### src/rtl/data_mem_arbiter_pkg.sv
// Shared types and constants for the data memory arbiter.
// The optional grant statistics are enabled with the macro DATA_MEM_ARB_STATS_EN.
package data_mem_arbiter_pkg;

    typedef enum logic [1:0] {
        IDLE  = 2'd0,
        ISSUE = 2'd1,
        WAIT  = 2'd2,
        RESP  = 2'd3
    } state_t;

    localparam int COUNT_WIDTH = 16;
    localparam logic [COUNT_WIDTH-1:0] COUNT_MAX = '1;

endpackage

### src/rtl/data_mem_arbiter_rr_arbiter.sv
// Round-robin winner selection: the search starts at the core after lastWinner
// and wraps around, so the most recent winner has the lowest priority.
module rr_arbiter
    import data_mem_arbiter_pkg::*;
#(
    parameter int CORE_COUNT = 4
) (
    input  logic [CORE_COUNT-1:0]         req,
    input  logic [$clog2(CORE_COUNT)-1:0] lastWinner,
    output logic [$clog2(CORE_COUNT)-1:0] grantIdx,
    output logic                          grantValid
);

    localparam int IDX_WIDTH = $clog2(CORE_COUNT);

    logic [IDX_WIDTH-1:0] cand;

    // Walk the candidates from the farthest offset down to the nearest one so the
    // first requester after lastWinner is the last to overwrite the result.
    always_comb begin
        grantIdx   = '0;
        grantValid = 1'b0;
        cand       = '0;
        for (int offset = CORE_COUNT; offset >= 1; offset--) begin
            cand = IDX_WIDTH'((int'(lastWinner) + offset) % CORE_COUNT);
            if (req[cand]) begin
                grantIdx   = cand;
                grantValid = 1'b1;
            end
        end
    end

endmodule

### src/rtl/data_mem_arbiter.sv
// Shares one synchronous single-port RAM between CORE_COUNT cores.
// Each access walks IDLE -> ISSUE -> (WAIT, reads only) -> RESP.
// Defining DATA_MEM_ARB_STATS_EN adds the grantCount output with saturating
// per-core grant counters.
module data_mem_arbiter
    import data_mem_arbiter_pkg::*;
#(
    parameter  int CORE_COUNT = 4,
    parameter  int WIDTH      = 12,
    parameter  int DEPTH      = 4096,
    localparam int ADDR_WIDTH = $clog2(DEPTH)
) (
    input  logic                             clk,
    input  logic                             rst,
    input  logic [CORE_COUNT-1:0]            coreReq,
    input  logic [CORE_COUNT-1:0]            coreWrEn,
    input  logic [CORE_COUNT*ADDR_WIDTH-1:0] coreAddr,
    input  logic [CORE_COUNT*WIDTH-1:0]      coreDataIn,
    output logic [CORE_COUNT-1:0]            coreDone,
    output logic [WIDTH-1:0]                 coreDataOut,
    output logic                             ramWrEn,
    output logic [ADDR_WIDTH-1:0]            ramAddr,
    output logic [WIDTH-1:0]                 ramDataIn,
    input  logic [WIDTH-1:0]                 ramDataOut
`ifdef DATA_MEM_ARB_STATS_EN
    ,
    output logic [CORE_COUNT*COUNT_WIDTH-1:0] grantCount
`endif
);

    localparam int IDX_WIDTH = $clog2(CORE_COUNT);

    state_t                state;
    state_t                state_next;
    logic [IDX_WIDTH-1:0]  winner_q;
    logic [IDX_WIDTH-1:0]  last_winner_q;
    logic [IDX_WIDTH-1:0]  grant_idx;
    logic                  grant_valid;
    logic [ADDR_WIDTH-1:0] ram_addr_q;
    logic [WIDTH-1:0]      ram_data_q;
    logic                  ram_wr_en_q;
    logic [WIDTH-1:0]      data_out_q;
    logic [CORE_COUNT-1:0] done_vec;

    rr_arbiter #(
        .CORE_COUNT(CORE_COUNT)
    ) u_rr_arbiter (
        .req       (coreReq),
        .lastWinner(last_winner_q),
        .grantIdx  (grant_idx),
        .grantValid(grant_valid)
    );

    // State register; reset always returns to IDLE and abandons any access.
    always_ff @(posedge clk) begin
        if (rst) begin
            state <= IDLE;
        end else begin
            state <= state_next;
        end
    end

    // Next-state sequencing and the completion pulse for the latched winner.
    always_comb begin
        state_next = state;
        done_vec   = '0;
        case (state)
            IDLE:    if (grant_valid) state_next = ISSUE;
            ISSUE:   state_next = ram_wr_en_q ? RESP : WAIT;
            WAIT:    state_next = RESP;
            RESP: begin
                state_next         = IDLE;
                done_vec[winner_q] = 1'b1;
            end
            default: state_next = IDLE;
        endcase
    end

    // Latch the winning request straight into the RAM-side registers so they are
    // valid for the whole ISSUE cycle, and capture read data one cycle later.
    always_ff @(posedge clk) begin
        if (rst) begin
            winner_q      <= '0;
            last_winner_q <= IDX_WIDTH'(CORE_COUNT - 1);
            ram_addr_q    <= '0;
            ram_data_q    <= '0;
            ram_wr_en_q   <= 1'b0;
            data_out_q    <= '0;
        end else begin
            ram_wr_en_q <= 1'b0;
            case (state)
                IDLE: begin
                    if (grant_valid) begin
                        winner_q      <= grant_idx;
                        last_winner_q <= grant_idx;
                        ram_addr_q    <= coreAddr[grant_idx*ADDR_WIDTH +: ADDR_WIDTH];
                        ram_wr_en_q   <= coreWrEn[grant_idx];
                        if (coreWrEn[grant_idx]) begin
                            ram_data_q <= coreDataIn[grant_idx*WIDTH +: WIDTH];
                        end
                    end
                end
                WAIT:    data_out_q <= ramDataOut;
                default: ;
            endcase
        end
    end

    // A reset arriving while a write is presented must stop the RAM from taking
    // it at that same edge, and a reset during RESP must suppress the pulse, so
    // both strobes are qualified by rst.
    assign ramWrEn     = ram_wr_en_q & ~rst;
    assign coreDone    = done_vec & {CORE_COUNT{~rst}};
    assign ramAddr     = ram_addr_q;
    assign ramDataIn   = ram_data_q;
    assign coreDataOut = data_out_q;

`ifdef DATA_MEM_ARB_STATS_EN
    logic [CORE_COUNT*COUNT_WIDTH-1:0] grant_count_q;

    // Count completed grants per core, holding at the maximum instead of wrapping.
    always_ff @(posedge clk) begin
        if (rst) begin
            grant_count_q <= '0;
        end else begin
            for (int i = 0; i < CORE_COUNT; i++) begin
                if (coreDone[i] && (grant_count_q[i*COUNT_WIDTH +: COUNT_WIDTH] != COUNT_MAX)) begin
                    grant_count_q[i*COUNT_WIDTH +: COUNT_WIDTH] <=
                        grant_count_q[i*COUNT_WIDTH +: COUNT_WIDTH] + 1'b1;
                end
            end
        end
    end

    assign grantCount = grant_count_q;
`endif

endmodule

### config.mk
export PLATFORM = sky130hd
export DESIGN_NAME = data_mem_arbiter
export DESIGN_NICKNAME = d
export VERILOG_FILES = /design/src/rtl/data_mem_arbiter_pkg.sv /design/src/rtl/data_mem_arbiter_rr_arbiter.sv /design/src/rtl/data_mem_arbiter.sv
export SDC_FILE = /design/constraint.sdc
export NUM_CORES = 1
export LEC_CHECK = 0
export BUFFER_PORTS_ARGS = -buffer_cell sky130_fd_sc_hd__buf_2
export CAP_MARGIN = 20
export CORE_AREA = 2 2 92 94
export DETAILED_ROUTE_END_ITERATION = 8
export DIE_AREA = 0 0 94 96
export GPL_TIMING_DRIVEN = 0
export PLACE_DENSITY_LB_ADDON = 0.1
export REMOVE_ABC_BUFFERS = 1
export SYNTH_ARGS = -nofsm -noshare
export SYNTH_HDL_FRONTEND = slang
export SYNTH_HIERARCHICAL = 1
export SYNTH_SLANG_ARGS = --single-unit
export TNS_END_PERCENT = 30
### constraint.sdc
create_clock -name clk -period 1.7 [get_ports clk]
set_input_delay 0.085 -clock clk [delete_from_list [all_inputs] [get_ports clk]]
set_output_delay 0.085 -clock clk [all_outputs]
set_load 0.005 [all_outputs]
==> results.md, run 1 <==
- Of the cells placed in the final design, the portion with a size suffix greater than 1 is 0.5695.
- The synthesized design spends more area on one cell type than any other, namely dfxtp_1.
- The worst hold slack after final layout is 0.01812 ns.
- The clock transition at the register clock pins on the worst setup and hold paths after CTS is approximately 0.090 ns.
- The HPWL after detailed placement is a little over 5000 um.
- Hold repair after CTS inserted 0 buffers.
- The net count reported at finish is 496.
- The internal power consumption is 3.170 mW.
- The portion of the post-synthesis area used by sequential elements is 0.3636.
- The worst setup path is captured at a register.
- The total congestion overflow after global routing is 0.
- The final estimated routing congestion in global placement is 0.7381.
- The switching fraction of total power is 0.3683.
- The count of H-tree levels built during CTS is 2.
- The repair_antennas step left the layout with diodes totalling 0.
- The register-to-register setup slack is -0.27 ns.
- The number of distinct library cell variants in the gate-level netlist after synthesis is 33.
- For this design the top-level I/O count stands at around 160.
- The tree is rooted in a clkbuf_8.
- The later pin in the worst-skew pair is clocked with a latency of 0.30 ns.
- The final-report max-slew violation count was 0.
- The clock tree from TritonCTS is yes.
- From synthesis to final layout, the design area changed by 48.15%.
- The number of cells on the worst reg-to-reg path is 7.
- The summed instance area of the synthesized netlist is 0.002367 mm^2.
- The setup slack after layout is -0.2727 ns.
- The worst-case vdd ir drop is 0.0005739 V.
- The floorplan core area is about 0.0081 mm^2.
- In the synthesized netlist the dominant register cell turns out to be dfxtp_1.
- The time the final worst path needs with I/O delays and setup is between 1.5 and 2 ns.
- Summed over all nets, the switching power comes to 1.848 mW.
- The count of warnings emitted by yosys is 6.
- The number of filler cells placed in the layout is between 800 and 900.
- The area of combinational cells with multiple inputs is ~0.0015 mm^2.
- The number of maximum-capacitance constraint violations is 0.
- The class of the tightest hold or removal check is input port to register.
- Of all flip-flops after synthesis, the portion carrying an async set or reset was 0.
- The detail route stage leaves a number of antenna-violating nets equal to 0.
- The initial antenna violation count was 0.
- The worst hold path depth is 3.
- From bottom edge to top edge, the die measures 96 um.
- The flop and latch count out of synthesis is 43.
- The wire length of the first global-routing pass is 10240 um.
- The worst endpoint required time is 1.86 ns.
- The final worst-path cycle share is 1.160.
- Synthesis produced about 210 cells.
- Prior to clock tree synthesis, the placed netlist has a worst setup slack of -0.7737 ns.
- Setup violations remaining at the end of the flow were counted as 25.
- The horizontal extent of the die is 94 um.
- Setup repair after global routing could not meet its margin everywhere.
- The core occupancy in the finished layout is 0.4356.
- The checks that failed: setup timing.
- For this run, design rule violations remaining after detail routing come to 0.
- CTS saw 43 sinks.
- The flow ran to the end, but the final reports show violations.
- The average size of a mapped cell is 11.06 um^2.
- For this block, the initial DRC count from the detailed router was 36.
- Of all nets on the critical path, the largest fanout is 7.
- The average routed wire per standard cell is 14.18 um.
- The combinational group share of total power is 0.553.
- The part of the total power dissipated in sequential elements is 0.317.
- For this configuration, the core starts out at a cell density of 0.2940.
- The average vias per placed instance is roughly 4.5.
- dfxtp_1 is the most common cell in the netlist.
- Measured against its own limit, the worst slew margin works out to 0.4134.
- Row generation in the floorplan step produced 33 rows.
- The endpoint arrival time on the critical path is 2.13 ns.
- The number of buffers on the longest clock path is 2.
- In the global route stage, overall resource usage came out at 0.1475.
- The hold violation total from the final report is 0.
- The actual transition at the worst max-transition pin is a little under 0.9 ns.
- The final route contains 2179 vias.
- By area the synthesized netlist is led by dfxtp_1, mux4_2, mux2i_1.
- Across the routed clock network, the largest skew measured is 0.007695 ns.
- The die footprint is 0.009024 mm^2.
- The number of port buffers is 158.
- The number of global-route vias before repair is 2123.
- The clock network fraction of total power is 0.130.
- Sorting the synthesized cells by how often they occur yields dfxtp_1, nand2_1, nor2_1, mux2i_1, mux4_2.
- The wire length reported by the detailed router is 6792 um.
- Entering global routing, the biggest net connects 49 pins.
- The total power divided by cell area is 1431 mW/mm^2.
- The share of the synthesized area in the top cell type is 0.3636.
- The static leakage is 1.624 nW.
- The worst setup path is launched from a register.
- The critical path class is register to register.
- The total iterations of the first detailed-routing run is 4.
- The TritonCTS buffer count is 5.
- The maximum frequency from static timing analysis is 506.9 MHz.
- The number of enable-type register cells in the synthesized netlist is 0.
- The register area is slightly below 900 um^2.
-- registers in the layout, indices dropped and copies added, names as in the netlist --
| signal | count |
|---|---|
| coreDataOut | 12 |
| last_winner_q | 2 |
| ramAddr | 12 |
| ramDataIn | 12 |
| ram_wr_en_q | 1 |
| state | 2 |
| winner_q | 2 |
-- cell type report --
type	instances	share of cell area
clock buffer	5	0.01962
clock inverter	3	0.005708
inverter	3	0.003211
multi-input combinational	154	0.4231
sequential	43	0.2465
tap	105	0.03746
timing repair buffer	166	0.2644
-- routing by layer --
| metal | GRT usage | part of all wire | routed length, um |
|---|---|---|---|
| met4 | 0.04831 | 0.016 | 106 |
| met5 | 0 | 0 | 0 |
| met3 | 0.04464 | 0.090 | 609 |
| met1 | 0.1825 | 0.44 | 2957 |
| met2 | 0.2464 | 0.46 | 3119 |
-- through the flow --
stage | cell area (um^2) | power (mW) | TNS, ns | std cells
6_report | 3507 | 5.018 | -5.737 | 479
5_1_grt | 3507 | 5.389 | -8.455 | 479
2_1_floorplan | 2261 | 3.158 | -28.78 | 199
4_1_cts | 3495 | 5.092 | -7.692 | 479
3_3_place_gp | 3183 | 3.949 | -58.21 | 462
3_5_place_dp | 3261 | 4.090 | -16.37 | 464
-- critical path, cell delays in order (launching register included) --
cell	delay, ns
dfxtp_4	0.41
nand2b_4	0.15
a21oi_4	0.05
o221ai_4	0.28
clkbuf_16	0.24
mux4_2	0.51
mux2i_2	0.15
nor2_1	0.05
-- repair_timing --
| item | 4_1_cts | 5_1_grt |
|---|---|---|
| setup endpoints to repair | 27 | 30 |
| resized for setup | 9 | 9 |
| cloned | 2 | 0 |
| pin swaps | 4 | 4 |
| setup buffers | 6 | 2 |
-- cells by family after synthesis --
kind of cell / synth area share
fa+ha+maj: 0.02643
flops: 0.3636
compound gates: 0.07400
simple gates: 0.1343
buf+inv: 0.04968
mux: 0.3520
-- cells in the final DEF, fill, tap and decap left out, types with 2 or more instances in the layout --
master and n:
clkbuf_8 5, buf_2 158, a21oi_1 15, mux2i_4 2, a21oi_4 2, mux2i_1 24, inv_1 3, buf_4 2
nor2_1 28, dfxtp_1 42, nor2b_1 3, clkinvlp_4 2, o2bb2ai_4 2, mux4_2 24, buf_12 3, nand2_1 28
nor4bb_1 2, nand2b_1 2, clkbuf_16 2, ha_1 5
-- worst paths after layout --
kind / start / endpoint
worst max-delay path: last_winner_q[1]$_SDFFE_PP1P_ / ramDataIn[3]$_SDFFE_PP0P_
worst min-delay path: ramDataOut[4] / coreDataOut[4]$_SDFFE_PP0N_
worst max register to register: last_winner_q[1]$_SDFFE_PP1P_ / ramDataIn[3]$_SDFFE_PP0P_
worst min register to register: ramAddr[4]$_SDFFE_PP0P_ / ramAddr[4]$_SDFFE_PP0P_
-- power groups by stage --
stage / sequential (mW) / clock [mW] / combinational (mW)
final: 1.59 / 0.652 / 2.78
after global routing: 1.63 / 0.716 / 3.04
after CTS: 1.58 / 0.691 / 2.82
after detailed placement: 1.59 / 0 / 2.50
after global placement: 1.57 / 0 / 2.38
after floorplan: 1.59 / 0 / 1.56
Note: power is estimated with default switching activity, not from simulation.
==> inputs of run 2 (changes only) <==
--- a/config.mk
+++ b/config.mk
@@ -7,9 +7,9 @@
 export LEC_CHECK = 0
 export BUFFER_PORTS_ARGS = -buffer_cell sky130_fd_sc_hd__buf_2
 export CAP_MARGIN = 20
-export CORE_AREA = 2 2 92 94
+export CORE_AREA = 2 2 82 84
 export DETAILED_ROUTE_END_ITERATION = 8
-export DIE_AREA = 0 0 94 96
+export DIE_AREA = 0 0 84 86
 export GPL_TIMING_DRIVEN = 0
 export PLACE_DENSITY_LB_ADDON = 0.1
 export REMOVE_ABC_BUFFERS = 1
==> results.md, run 2 (synthesis results as in run 1) <==
- The flow ran to the end, but the final reports show violations.
- The checks that failed: setup timing.
- The setup slack after layout is -0.2797 ns.
- At the pin with the least slew margin, the transition time is approximately 0.88 ns.
- The switching fraction of total power is 0.3471.
- The number of cell instances on the worst register-to-register path is 8.
- The worst setup path is captured at a register.
- Routability-driven placement finished with a final weighted congestion of ~0.67.
- Across the VDD grid, the largest voltage drop is between 0.0006 and 0.0007 V.
- The worst clock skew on the final layout is 0.006760 ns.
- Using the TritonRoute via totals, the vias-per-cell ratio works out to 4.947.
- The floorplan step defined a core boundary enclosing roughly 0.0063 mm^2.
- The detail route stage leaves a number of antenna-violating nets equal to 0.
- For this run, the total global-route usage over all layers was measured as 0.1796.
- The total congestion overflow after global routing is 0.
- The share of total power dissipated in the clock network is 0.143.
- The clock transition at the register clock pins on the worst setup and hold paths after CTS is 0.08 ns.
- After clock tree synthesis, the flow added hold-fix buffers numbering 0.
- The cell row count is 29.
- In this run the deepest clock path goes through 2 buffers.
- The TritonCTS buffer count is 5.
- The total iterations of the first detailed-routing run is 4.
- The hold violation total from the final report is 0.
- The number of port buffers is 158.
- The area growth from synthesis to layout is 51.22%.
- The number of antenna repair diodes is 0.
- The detailed placement HPWL is roughly 4600 um.
- Wires add up to between 6000 and 7000 um.
- The origin of the worst min-delay path is ramDataOut[10].
- The endpoint arrival time on the critical path is roughly 2.1 ns.
- The number of sinks driven by the clock tree is 43.
- In the final layout, the share of cells above drive strength 1 is 0.5737.
- The net switching power figure is 1.856 mW.
- After detailed routing, the number of remaining DRC violations is 0.
- The count of H-tree levels built during CTS is 2.
- The post-placement cell area is between 0.003 and 0.004 mm^2.
- For this design the top-level I/O count stands at 159.
- The final-report max-slew violation count came to 0.
- The combinational group share of total power is 0.563.
- Summed over all cells, the static leakage comes to 1.683 nW.
- The worst flop-to-flop path startpoint is last_winner_q[1]$_SDFFE_PP1P_.
- The library cells used most frequently in the layout, excluding fill and tap cells, are buf_2, dfxtp_1, nand2_1, nor2_1, mux2i_1.
- Clock tree synthesis selected as its root buffer the cell clkbuf_8.
- The initial standard-cell utilization of the core is 0.3771.
- The number of global-route vias before repair came to ~2200.
- The clock tree from TritonCTS is yes.
- Based on the critical path, the design can be clocked at up to 505.1 MHz.
- The min-delay analysis places its worst path in the category input port to register.
- The finished cells cover 0.003580 mm^2.
- The die is 86 um tall.
- The critical path class is register to register.
- Across the run, the number of max-cap violations was 0.
- The initial antenna violation count is 0.
- The worst setup path is launched from a register.
- The share of total power dissipated in sequential elements is 0.295.
- Adding up every negative setup slack in the final design gives -5.742 ns.
- The overall power of the completed layout is 5.347 mW.
- The worst endpoint required time is 1.85 ns.
- In this run, placement finished with an instance count of 435.
- The total power divided by cell area is about 1500 mW/mm^2.
- The number of standard cells in the layout, taps in and fillers out is 457.
- Clock latency on the worst-skew pair, taken at its later pin, is 0.29 ns.
- In the final routed layout, each cell accounts on average for 14.35 um.
- The end of the worst register-to-register path is ramDataIn[11]$_SDFFE_PP0P_.
- In the finished design, the share of the clock period the worst path needs comes to 1.165.
- Across all layers, the routed design uses 2261 vias.
- The time the final worst path needs with I/O delays and setup is approximately 2 ns.
- At the end of the flow, the number of nets in the layout was 503.
- Across all register-to-register paths, the minimum setup slack is -0.28 ns.
- Along the worst hold path, the cell count comes to 3.
- The wire length of the first global-routing pass is 10300 um.
- The horizontal extent of the die is 84 um.
- The die covers 0.007224 mm^2.
- The largest net degree at the start of global routing is 49.
- The internal power consumption is 3.491 mW.
- The maximum fanout along the worst path is 6.
- The path with the worst hold slack has its endpoint at coreDataOut[10]$_SDFFE_PP0N_.
- Measured against its own limit, the worst slew margin works out to 0.4159.
- The most common library cell in the layout ignoring fill and taps is buf_2.
- The number of violations reported at the end of detailed-routing iteration 0 is between 50 and 60.
- Measured on the finished design, the core utilization comes to 0.5703.
- Setup repair after global routing could not meet its margin everywhere.
- Setup violations remaining at the end of the flow were counted as 26.
==> run 2: cell type report <==
class                           instances  area (um^2)
Clock inverter                          1        30.03
Sequential cell                        43        864.6
Inverter                                3        11.26
Tap cell                               77        96.34
Fill cell                             579         2698
Clock buffer                            6        72.57
Timing Repair Buffer                  173         1036
Multi-Input combinational cell        154         1469
==> run 2: power by group through the flow <==
stage | Combinational (mW) | Sequential, mW | Clock, mW
4_1_cts | 3.06 | 1.58 | 0.795
6_report | 3.01 | 1.58 | 0.762
5_1_grt | 3.28 | 1.63 | 0.833
3_5_place_dp | 2.39 | 1.59 | 0
2_1_floorplan | 1.56 | 1.59 | 0
3_3_place_gp | 2.34 | 1.57 | 0
==> run 2: timing repair <==
action / CTS / global route
gates resized for setup: 20 / 2
pin swaps: 4 / 1
gates cloned: 5 / 0
endpoints found under the setup margin: 28 / 29
buffers inserted: 11 / 0
==> run 2: worst max path at each step <==
| stage | start | end | slack [ns] | depth (start not counted) |
|---|---|---|---|---|
| floorplan | last_winner_q[1]$_SDFFE_PP1P_ | ramDataIn[0]$_SDFFE_PP0P_ | -1.18 | 7 |
| global placement | last_winner_q[1]$_SDFFE_PP1P_ | ramDataIn[11]$_SDFFE_PP0P_ | -2.11 | 7 |
| detailed placement | last_winner_q[1]$_SDFFE_PP1P_ | ramDataIn[7]$_SDFFE_PP0P_ | -0.80 | 7 |
| CTS | last_winner_q[1]$_SDFFE_PP1P_ | ramDataIn[7]$_SDFFE_PP0P_ | -0.27 | 10 |
| global route | last_winner_q[1]$_SDFFE_PP1P_ | ramDataIn[5]$_SDFFE_PP0P_ | -0.38 | 8 |
| finish | last_winner_q[1]$_SDFFE_PP1P_ | ramDataIn[11]$_SDFFE_PP0P_ | -0.28 | 8 |
==> run 2: per-stage QoR <==
stage / setup WS (ns) / hold slack (ns)
CTS: -0.2726 / 0.02300
floorplan: -1.184 / 0.1541
finish: -0.2797 / 0.03440
global placement: -2.109 / 0.3249
global route: -0.3799 / 0.03470
detailed placement: -0.7989 / 0.3329
==> run 2: per-layer routing <==
metal | wire [um] | track usage
met1 | 2754 | 0.2139
met2 | 3284 | 0.3331
met3 | 474 | 0.04139
met4 | 43 | 0.03519
met5 | 0 | 0
==> run 2: worst max-delay path, stage by stage (launching register included) <==
cell	delay [ns]
dfxtp_4	0.38
mux2i_2	0.27
o221ai_4	0.18
buf_6	0.15
nand3b_1	0.19
o2bb2ai_4	0.25
buf_12	0.17
mux2i_1	0.19
nor2_1	0.06
